**config.mk**
```make
export PLATFORM = sky130hd
export DESIGN_NAME = ram_shared_arbiter
export DESIGN_NICKNAME = d
export VERILOG_FILES = /design/src/rtl/ram_shared_arbiter_pkg.sv /design/src/rtl/ram_shared_arbiter_rr_arbiter_2.sv /design/src/rtl/ram_shared_arbiter.sv
export SDC_FILE = /design/constraint.sdc
export NUM_CORES = 1
export LEC_CHECK = 0
export ABC_AREA = 1
export CAP_MARGIN = 10
export CORE_MARGIN = 4
export CORE_UTILIZATION = 37
export CTS_CLUSTER_DIAMETER = 80
export CTS_CLUSTER_SIZE = 12
export DETAILED_ROUTE_END_ITERATION = 10
export PLACE_DENSITY = 0.77
export RECOVER_POWER = 50
export SYNTH_ARGS = -nofsm -noshare
export SYNTH_HDL_FRONTEND = slang
export SYNTH_SLANG_ARGS = --single-unit
export TNS_END_PERCENT = 10
```
**constraint.sdc**
```tcl
create_clock -name clk -period 1.37 [get_ports clk]
set_clock_uncertainty 0.05 [all_clocks]
set_input_delay 0.137 -clock clk [delete_from_list [all_inputs] [get_ports clk]]
set_output_delay 0.137 -clock clk [all_outputs]
set_load 0.05 [all_outputs]
```
**src/rtl/ram_shared_arbiter_pkg.sv**
```systemverilog
// Shared types for the two-port round-robin RAM arbiter.
package ram_arb_pkg;

  // Geometry of the shared RAM; the request latch struct is sized from these.
  localparam int ARB_ADDR_W = 12;
  localparam int ARB_DATA_W = 16;

  typedef enum logic [1:0] {
    IDLE   = 2'd0,
    ACCESS = 2'd1,
    WAIT   = 2'd2
  } arb_state_t;

  typedef enum logic {
    PORT_A = 1'b0,
    PORT_B = 1'b1
  } port_t;

  // One accepted request as held for the duration of the RAM access.
  typedef struct packed {
    logic [ARB_ADDR_W-1:0] addr;
    logic [ARB_DATA_W-1:0] wdata;
    logic                  is_write;
  } ram_req_t;

  // The other requester, used for the round-robin tie break.
  function automatic port_t other_port(input port_t p);
    return (p == PORT_A) ? PORT_B : PORT_A;
  endfunction

endpackage

```
**src/rtl/ram_shared_arbiter_rr_arbiter_2.sv**
```systemverilog
// Two-input round-robin grant: a lone requester wins, a tie goes to the
// port that was not granted last. Purely combinational.
module rr_arbiter_2
  import ram_arb_pkg::*;
(
  input  logic  req_a,
  input  logic  req_b,
  input  port_t last_grant,
  output port_t grant
);

  // Default to the non-last port so a tie (or no request) favours it.
  always_comb begin
    grant = other_port(last_grant);
    if (req_a && !req_b) begin
      grant = PORT_A;
    end else if (req_b && !req_a) begin
      grant = PORT_B;
    end
  end

endmodule

```
**src/rtl/ram_shared_arbiter.sv**
```systemverilog
// Shares one single-port RAM between requesters A and B. One access in
// flight; registered RAM drive; registered read return with a valid strobe.
module ram_shared_arbiter
  import ram_arb_pkg::*;
#(
  parameter int ADDR_W       = ARB_ADDR_W,
  parameter int DATA_W       = ARB_DATA_W,
  parameter int READ_LATENCY = 0
) (
  input  logic              clk,
  input  logic              reset,
  input  logic [ADDR_W-1:0] a_address,
  input  logic              a_read,
  input  logic              a_write,
  input  logic [DATA_W-1:0] a_writedata,
  output logic              a_waitrequest,
  output logic              a_readdatavalid,
  output logic [DATA_W-1:0] a_readdata,
  input  logic [ADDR_W-1:0] b_address,
  input  logic              b_read,
  input  logic              b_write,
  input  logic [DATA_W-1:0] b_writedata,
  output logic              b_waitrequest,
  output logic              b_readdatavalid,
  output logic [DATA_W-1:0] b_readdata,
  output logic [ADDR_W-1:0] ram_address,
  output logic              ram_read,
  output logic              ram_write,
  output logic [DATA_W-1:0] ram_writedata,
  input  logic [DATA_W-1:0] ram_readdata
);

  if (READ_LATENCY != 0 && READ_LATENCY != 1) begin : g_bad_latency
    $fatal(1, "ram_shared_arbiter: READ_LATENCY must be 0 or 1");
  end
  if (ADDR_W != ARB_ADDR_W || DATA_W != ARB_DATA_W) begin : g_bad_width
    $fatal(1, "ram_shared_arbiter: ADDR_W/DATA_W must match ram_arb_pkg");
  end

  // Per-port views so the request mux and response steer index by port_t.
  logic [ADDR_W-1:0] p_addr  [2];
  logic [DATA_W-1:0] p_wdata [2];
  logic [1:0]        p_rd, p_wr, p_req, p_wait;
  logic              rvalid_q [2];
  logic [DATA_W-1:0] rdata_q  [2];

  assign p_addr[0]  = a_address;
  assign p_addr[1]  = b_address;
  assign p_wdata[0] = a_writedata;
  assign p_wdata[1] = b_writedata;
  assign p_rd       = {b_read, a_read};
  assign p_wr       = {b_write, a_write};
  assign p_req      = p_rd | p_wr;

  arb_state_t state_q, state_d;
  port_t      last_grant_q, last_grant_d, owner_q, owner_d, grant;
  ram_req_t   req_q, req_d;
  logic       rd_q, rd_d, wr_q, wr_d;
  logic       accept, capture;

  rr_arbiter_2 u_rr (
    .req_a      (p_req[0]),
    .req_b      (p_req[1]),
    .last_grant (last_grant_q),
    .grant      (grant)
  );

  assign accept = (state_q == IDLE) && p_req[grant];
  // Read data is valid in ACCESS for a combinational RAM, in WAIT otherwise.
  assign capture = (READ_LATENCY == 0) ? (state_q == ACCESS && rd_q)
                                       : (state_q == WAIT);

  // Next-state logic: latch the granted request, then walk ACCESS/WAIT.
  always_comb begin
    state_d      = state_q;
    last_grant_d = last_grant_q;
    owner_d      = owner_q;
    req_d        = req_q;
    rd_d         = rd_q;
    wr_d         = wr_q;
    unique case (state_q)
      IDLE: begin
        if (accept) begin
          state_d        = ACCESS;
          owner_d        = grant;
          last_grant_d   = grant;
          req_d.addr     = p_addr[grant];
          req_d.wdata    = p_wdata[grant];
          req_d.is_write = p_wr[grant];
          // Write wins when a port asserts both; its read is dropped.
          wr_d           = p_wr[grant];
          rd_d           = !p_wr[grant];
        end
      end
      ACCESS: begin
        wr_d = 1'b0;
        if (!req_q.is_write && READ_LATENCY == 1) begin
          state_d = WAIT;
        end else begin
          state_d = IDLE;
          rd_d    = 1'b0;
          req_d   = '0;
        end
      end
      WAIT: begin
        state_d = IDLE;
        rd_d    = 1'b0;
        req_d   = '0;
      end
      default: begin
        state_d = IDLE;
        rd_d    = 1'b0;
        wr_d    = 1'b0;
        req_d   = '0;
      end
    endcase
  end

  // Control and request-latch registers.
  always_ff @(posedge clk) begin
    if (reset) begin
      state_q      <= IDLE;
      last_grant_q <= PORT_B;
      owner_q      <= PORT_A;
      req_q        <= '0;
      rd_q         <= 1'b0;
      wr_q         <= 1'b0;
    end else begin
      state_q      <= state_d;
      last_grant_q <= last_grant_d;
      owner_q      <= owner_d;
      req_q        <= req_d;
      rd_q         <= rd_d;
      wr_q         <= wr_d;
    end
  end

  for (genvar gi = 0; gi < 2; gi++) begin : g_port
    assign p_wait[gi] = !(state_q == IDLE && grant == port_t'(1'(gi)));

    // Capture read data for this port when it owns the completing read.
    always_ff @(posedge clk) begin
      if (reset) begin
        rvalid_q[gi] <= 1'b0;
        rdata_q[gi]  <= '0;
      end else begin
        rvalid_q[gi] <= capture && (owner_q == port_t'(1'(gi)));
        if (capture && (owner_q == port_t'(1'(gi)))) begin
          rdata_q[gi] <= ram_readdata;
        end
      end
    end
  end

  assign a_waitrequest   = p_wait[0];
  assign b_waitrequest   = p_wait[1];
  assign a_readdatavalid = rvalid_q[0];
  assign b_readdatavalid = rvalid_q[1];
  assign a_readdata      = rdata_q[0];
  assign b_readdata      = rdata_q[1];

  // The latch is cleared on return to IDLE, so the RAM bus idles at zero.
  assign ram_address   = req_q.addr;
  assign ram_writedata = req_q.wdata;
  assign ram_read      = rd_q;
  assign ram_write     = wr_q;

endmodule

```
; ---- Word-level counts from Yosys, hierarchy flattened
; Memories as Yosys holds them, arrays and structs flattened.
; Cells that the tools add are included.
[word_totals]
reg_bits = 33
mem_bits_rw = 34
in_bits = 78
output_inout_bits = 66
wordCells = 65
memories = 2
[mem_list]
columns = name, depth, width, rd, rd_ports_with_merged_regs, wr, line
row1 = rdata_q, 2, 16, 2, 0, 2, ram_shared_arbiter.sv:45  ; logic [DATA_W-1:0] rdata_q [2];
row2 = rvalid_q, 2, 1, 2, 0, 2, ram_shared_arbiter.sv:44  ; logic rvalid_q [2];
[classes]
order_cmp = 2
eq_ne = 1
n_mux = 28
n_bitwise = 9
reduce_logical = 16
[ops]
columns = cell, n
row1 = 16-bit 2-to-1 mux, 5
row2 = 12-bit 2-to-1 mux, 3
row3 = 1-bit 2-to-1 mux, 20
row4 = 1-bit logical AND, 8
row5 = 1-bit zero test, 5
row6 = 1-bit OR, 4
row7 = 1-bit NOT, 3
row8 = "2-bit >= comparator, second input constant", 1
row9 = 2-bit zero test, 1
row10 = "1-bit by 2-bit < comparator with 1-bit output, second input constant", 1
row11 = "2-bit != test, second input constant", 1
row12 = 1-bit NOT with 2-bit output, 1
row13 = 2-bit OR, 1
row14 = 2-bit AND reduction, 1
row15 = 2-bit OR reduction, 1

; ---- Logic depth before layout (Yosys ltp)
[logic_depth]
depth_word = 10
depth_mapped = 9
depth_no_buf = 8

; ---- Modules after synthesis
; Synthesis repeated with hierarchy kept, for this count alone.
[unflattened]
hier_cells = 401
hier_area_um2 = 2992.9
[by_module_without_submodules]
columns = mod, instances, cells_each, area_each_um2, seq_area_each_um2
row1 = ram_shared_arbiter, 1, 395, 2970.3, 1661.6
row2 = rr_arbiter_2, 1, 6, 22.5, 0.0

; ---- Worst setup path after synthesis
; No wires, ideal clock.
[synth_path]
path_kind = flip-flop to flip-flop
start = register rd_q, in the netlist ram_read
end = memory rdata_q[1][0] (netlist bit), enable pin
setup_ns = 0.372
arrival_time_ns = 1.237
t_required_ns = 0.948
setup_slack_ns = -0.289
stages_incl_launch_ff = 3
n_path_buf = 0
synth_period_minus_slack_ns = 1.659
path_cell_list = dfxtp_1 -> nand3_1 -> nand2_1
[synth_lines]
columns = item, line
row1 = from (decl), ram_shared_arbiter.sv:58  ; logic rd_q, rd_d, wr_q, wr_d;
row2 = from (signal assigned), ram_shared_arbiter.sv:133  ; rd_q <= rd_d;
row3 = to (decl), ram_shared_arbiter.sv:45

; ---- Final worst setup path
[layout_path]
start = input a_read
end = output b_waitrequest
[layout_between]
elab_chain_cells = 7
word_cells_on_any_way = 8
cone_classes = mux (2) / bitwise (1) / reduce/logical (5)
[layout_rtl]
columns = item, line
row1 = from (decl), ram_shared_arbiter.sv:13  ; input logic a_read,
row2 = 2-bit OR *, ram_shared_arbiter.sv:53  ; assign p_req = p_rd | p_wr;
row3 = 1-bit zero test, ram_shared_arbiter_rr_arbiter_2.sv:17  ; end else if (req_b && !req_a) begin
row4 = 1-bit logical AND, ram_shared_arbiter_rr_arbiter_2.sv:17
row5 = 1-bit 2-to-1 mux, ram_shared_arbiter_rr_arbiter_2.sv:17
row6 = 1-bit 2-to-1 mux *, ram_shared_arbiter_rr_arbiter_2.sv:15  ; if (req_a && !req_b) begin
row7 = 1-bit logical AND *, ram_shared_arbiter.sv:139  ; assign p_wait[gi] = !(state_q == IDLE && grant == port_t'(1'(gi)));
row8 = 1-bit zero test *, ram_shared_arbiter.sv:139
row9 = to (decl), ram_shared_arbiter.sv:23  ; output logic b_waitrequest,
; Every way passes the cells marked *; elsewhere a longest branch is shown, timed or not.

==> results_dict.tcl <==
set metrics [dict create \
    status "finished with violations" \
    violations "negative setup slack" \
    num_vias 2998 \
    tightest_slew_ns 0.3084 \
    arrival_ns 1.27 \
    slew_headroom_pct 79.53 \
    wirelength_um 9233 \
    ys_top_cells_by_area "edfxtp_1 32%, dfxtp_1 24%, nand2_1 14%" \
    initial_core_util_pct 38.11 \
    fmax_ghz 0.6873 \
    syn_to_final_growth_pct 64.03 \
    hold_viol_final 0 \
    drt_iter0_markers 121 \
    die-area_mm2 0.009496 \
    synth_top_area_share_pct 32.46 \
    finalMaxSlewViolations 0 \
    clkTransAtPathRegs_ns 0.07 \
    ctsLongestPathBuffers 2 \
    clk_latency_ns 0.33 \
    multi_input_area_um2 997.2 \
    drive_gt1_share_pct 24.07 \
    grt_pass1_vias 3019 \
    die_width_um 97.45 \
    finalNetCount 613 \
    syn_nets 449 \
    crit_path_end_kind "output pin" \
    dp_hpwl_um 7167 \
    port_buffers 143 \
    rsz0062_at_grt "yes" \
    synth_area_mm2 0.002960 \
    crit_required_ns 1.18 \
    syn_inst 371 \
    cts-buffers-inserted 9 \
    critPathKind "in2out" \
    finalPower_w 0.005816 \
    ant_nets 0 \
    fillers 660 \
    finalCriticalPeriod_ns 1.455 \
    wl_per_cell_um 14.38 \
    top_usage_layer "met2" \
    min_period_over_period_pct 106.2 \
    remaining_drc_errors 0 \
    path_delay_family "buffers and inverters" \
    synth_seq_cells 67 \
    yosys.cell_types.count 18 \
    synth_seq_area_share_pct 56.13 \
    antenna_found_initial 0 \
    slowest_stage "clkdlybuf4s50_1" \
    power_leakage_nw 2.491 \
    syn_avg_cell_area_um2 7.979 \
    cts_htree_levels 3 \
    worstPathCellList "clkdlybuf4s50_1 > nor2_2 > nand2_4 > nand2_4 > buf_12 > nand2_4 > buf_12" \
    setup_slack_ns -0.08504 \
    tritoncts "yes" \
    max_stage_delay_ns 0.44 \
    rows 32 \
    pwr_density_cell_mw_per_mm2 1198 \
    cp_max_fo 3 \
    grt_use_met1_pct 20.53 \
    cts_sinks 67 \
    hold_class "in2reg" \
    setup_viol 9 \
    grt_pass1_wl_um 14810 \
    avgViaCountPerCell 4.670 \
    worst_setup_path_start_kind "input port" \
    die_y_um 97.45 \
    grt_max_degree 19 \
    path_common_cell "nand2_4" \
    clockRootBuffer "clkbuf_8" \
    place.gp.congestion 0.8103 \
    grt_usage_pct 19.48 \
    drv_cap 0 \
    regArea_mm2 0.001667 \
    core_area_mm2 0.007767 \
    grt.overflow.total 0 \
    whs_ns 0.3229 \
    grtUsageMet2_pct 36.58 \
    firstDrtPassIters 4 \
    yosysTopAreaCell "edfxtp_1" \
    met3_usage_pct 7.179 \
    synth_warnings 0 \
    ir_drop_v 0.0005713 \
    path_buf_inv 3 \
    ios 144 \
    antenna_cells 0 \
]
[worst reg2reg max path: stages, from the launching register on]
cell and delay [ns]:
dfxtp_4 0.37, inv_2 0.09, nand2_4 0.08, buf_12 0.13
buf_4 0.18, buf_4 0.16, nand3_1 0.07, nand3_1 0.08
nand2_1 0.07, inv_1 0.04
[metal layers]
metal	wire length (um)	part of all wire, %	vias to the layer above
li1	-	-	1480
met1	3517	38	1388
met3	654	7.1	6
met5	0	0	-
met2	4977	54	124
met4	85	0.92	0
[repair_timing]
item / 4_1_cts / 5_1_grt
pin swaps: 5 / 2
endpoints found under the setup margin: 2 / 32
hold buffers: 0 / 0
endpoints found under the hold margin: 0 / 0
gates cloned: 0 / 0
setup buffers: 6 / 1
resized for setup: 17 / 2
[synthesized netlist by cell type]
master    instances
edfxtp_1         32
clkbuf_1          2
o21ai_0          11
nand2_2           1
buf_4             4
dfxtp_1          35
nand3_1          59
inv_1            59
nand2_1         108
a21oi_1           3
nor2_2            4
buf_2            12
o21ai_1           1
inv_2             2
o211ai_1          1
buf_6             2
nor2_1           34
nand3b_1          1
[cell usage in the layout, fill, tap and decap left out, drive strengths merged]
cell type / count
dfxtp: 35
dlygate4sd2: 2
nor2: 38
clkinvlp: 1
nand2: 109
bufinv: 2
nand3: 59
clkdlybuf4s50: 75
a21oi: 3
nand3b: 1
buf: 45
edfxtp: 32
inv: 61
o21ai: 12
clkbuf: 61
o211ai: 1
clkinv: 3
[registers in the layout, indices dropped and copies added (netlist names)]
signal / flops
last_grant_q: 1
owner_q: 1
ram_address: 12
ram_read: 1
ram_write: 1
ram_writedata: 16
rdata_q: 32
rvalid_q: 2
state_q: 1
[layout make-up]
cell class | count | area share [%]
Sequential cell | 67 | 34.32
Timing Repair Buffer | 173 | 33.32
Multi-Input combinational cell | 223 | 20.54
Inverter | 61 | 4.715
Clock buffer | 10 | 2.628
Tap cell | 102 | 2.628
Clock inverter | 6 | 1.855
[logic make-up (layout without fill, tap and decap cells)]
group	after synthesis	in the layout	share of synthesized area, %
simple gates	207	207	29.29
buf+inv	81	250	11.79
flops	67	67	56.13
compound gates	16	16	2.789
[final timing paths]
check,start,endpoint,slack (ns),depth (start not counted)
hold / removal,b_write,ram_read$_SDFFE_PP0P_,0.32,4
setup reg to reg,last_grant_q$_SDFFE_PP1P_,ram_address[6]$_SDFFE_PP0P_,-0.03,9
setup / recovery,a_read,b_waitrequest,-0.09,7
hold reg to reg,ram_write$_SDFFE_PP0P_,ram_write$_SDFFE_PP0P_,0.43,2
[power breakdown]
part / total (W) / switching [W] / internal (W)
Sequential: 0.00234 / 0.0000889 / 0.00226
Combinational: 0.00170 / 0.00105 / 0.000643
Clock: 0.00177 / 0.000745 / 0.00103
Total: 0.00582 / 0.00189 / 0.00393
[stage by stage]
| stage | area [um^2] | utilization (%) | instances | setup TNS, ns | setup slack, ns |
|---|---|---|---|---|---|
| 3_5_place_dp | 5304 | 68.28 | 619 | -16.04 | -0.3423 |
| 3_3_place_gp | 5304 | 68.28 | 619 | -12.37 | -0.2799 |
| 2_1_floorplan | 2967 | - | 371 | 0 | 0.06858 |
| 5_1_grt | 4856 | 62.52 | 642 | -1.412 | -0.1331 |
| 6_report | 4856 | 62.52 | 642 | -0.2811 | -0.08504 |
| 4_1_cts | 5608 | 72.20 | 641 | -0.1399 | -0.08147 |
No activity file was read; power rests on OpenSTA's default activity.
==> patch: new RTL, same flow settings <==
Change the parameter `READ_LATENCY` from 0 to 1.
--- a/src/rtl/ram_shared_arbiter.sv
+++ b/src/rtl/ram_shared_arbiter.sv
@@ -7,3 +7,3 @@
   parameter int DATA_W       = ARB_DATA_W,
-  parameter int READ_LATENCY = 0
+  parameter int READ_LATENCY = 1
 ) (
Check against the original RTL: not equivalent (Yosys sat finds a counterexample within 4 cycles, from zero or initial values and one cycle with reset high).
==> patch against the unedited design <==
- the flow still finishes with violations (negative setup slack)
- cell area increased by 4.4%
- area after synthesis grew 13%
- utilization shrank 4.7 points
- sequential cell count grew 2
- power up 9.7%
- worst setup slack got worse by 0.021 ns
- wire length rose by 1.7%
- critical endpoint unchanged
- largest cell class unchanged
- cell count rose by 1.4%
==> patch: results (changes against the unedited design) <==
[placed_design]
place.detailed.hpwl_microns = 6880  ; -4.1%
dpl_cell_area_sq_um = 5430  ; +2.4%
place.gp.congestion = 0.828  ; +2.2%

[outcome]
violations = negative setup slack
status = complete, but fails checks

[yosys]
synth_top_cell_area_share_pct = 28.6  ; -3.9 points
syn_nets = 496  ; +10%
yosysWarningCount = 0  ; unchanged
yosys-top-cells-count = 82 x inv_1, 58 x nand3_1, 48 x nand2_1, 38 x nor2_1, 37 x dfxtp_1
yosys-top-cells-area = edfxtp_1 29%, dfxtp_1 22%, inv_1 9.2%, nand3_1 8.6%, buf_4 6.9%
ys_seq_area_share_pct = 50.7  ; -5.5 points
synth_ff_type = dfxtp_1
synth_cell_types = 19  ; +1

[global_routing]
grt_max_degree = 30  ; +11
antenna_found_initial = 0  ; unchanged
grtUsageTotal_pct = 17.6  ; -1.9 points
grt_pass1_wl_microns = 14600  ; -1.4%

[detailed_routing]
dr_total_vias = 3147  ; +5.0%
firstDrtPassIters = 4  ; unchanged
drt-initial-drc-count = 125  ; +3.3%
wire_per_inst_microns = 14.4  ; +0.28%

[setup_path]
crit_path_max_incr_delay_ns = 0.33  ; -0.11 ns
r2r_cells = 8  ; -1
slowest_stage = dfxtp_2
crit_family = buffers and inverters
arrival_ns = 1.29  ; +0.02 ns

[final_layout]
layout.nets = 616  ; +0.49%
largest_reg_flops = 32  ; unchanged
drive_gt1_share_pct = 22.1  ; -2.0 points

[timing]
relSlewSlack_pct = 66.5  ; -13 points
finalSetupTns_ns = -1.28  ; -0.998 ns
setup_slack_ns = -0.106  ; -0.0214 ns
setup_viol = 32  ; +23

[power_and_ir_drop]
ir_worst_vdd_v = 0.000639  ; +12%
leakage_nw = 2.47  ; -0.86%

[clocking]
cts_made_buffers = 9  ; unchanged
clock_latency_ns = 0.32
htreeDepth = 3  ; unchanged
cts_root_buf = clkbuf_8

patch: cells by family (layout without fill, tap and decap cells):
| logic type | after synthesis | after routing | synth area share [%] |
|---|---|---|---|
| AO/OA/AOI/OAI | 35 | 35 | 5.29 |
| buffers and inverters | 139 | 264 | 19.9 |
| flip-flops | 69 | 69 | 50.7 |
| AND/OR/NAND/NOR | 175 | 175 | 24.2 |
patch: stage by stage:
step | instances | worst slack, ns | hold WS (ns)
2_1_floorplan | 418 | -0.0397 | 0.291
3_3_place_gp | 629 | -0.300 | 0.397
3_5_place_dp | 629 | -0.357 | 0.419
4_1_cts | 652 | -0.165 | 0.273
5_1_grt | 651 | -0.184 | 0.344
6_report | 651 | -0.106 | 0.327
patch: final cells by class:
class | instances | area, sq um
clock buffers | 11 | 163
fillers | 766 | 3690
flip-flops and latches | 69 | 1700
well taps | 108 | 135
repair buffers | 163 | 1640
inverters | 85 | 324
clock inverters | 5 | 56.3
multi-input cells | 210 | 1050
patch: worst paths after layout:
check / start / end / slack (ns)
setup reg to reg: state_q[0] / ram_writedata[12] / -0.07
setup / recovery: last_grant_q / b_waitrequest / -0.11
hold reg to reg: ram_read / ram_read / 0.44
hold / removal: b_write / ram_read / 0.33
patch: layer usage:
metal,vias to the layer above,routed length (microns),track usage (%)
met5,-,0,0
met4,0,116,4.98
met3,13,1040,5.43
met2,169,4580,30.9
met1,1412,3650,20.6
li1,1553,-,-
patch: repair_timing:
action	4_1_cts	5_1_grt
cloned	2	0
setup endpoints to repair	6	97
pin swaps	3	4
hold buffers	0	0
resized for setup	17	14
buffers inserted	5	2
patch: report_power, final:
part	switching [W]	total (W)	internal, W
clock	0.000749	0.00175	0.000998
sequential	0.000102	0.00245	0.00235
combinational	0.00137	0.00219	0.000812
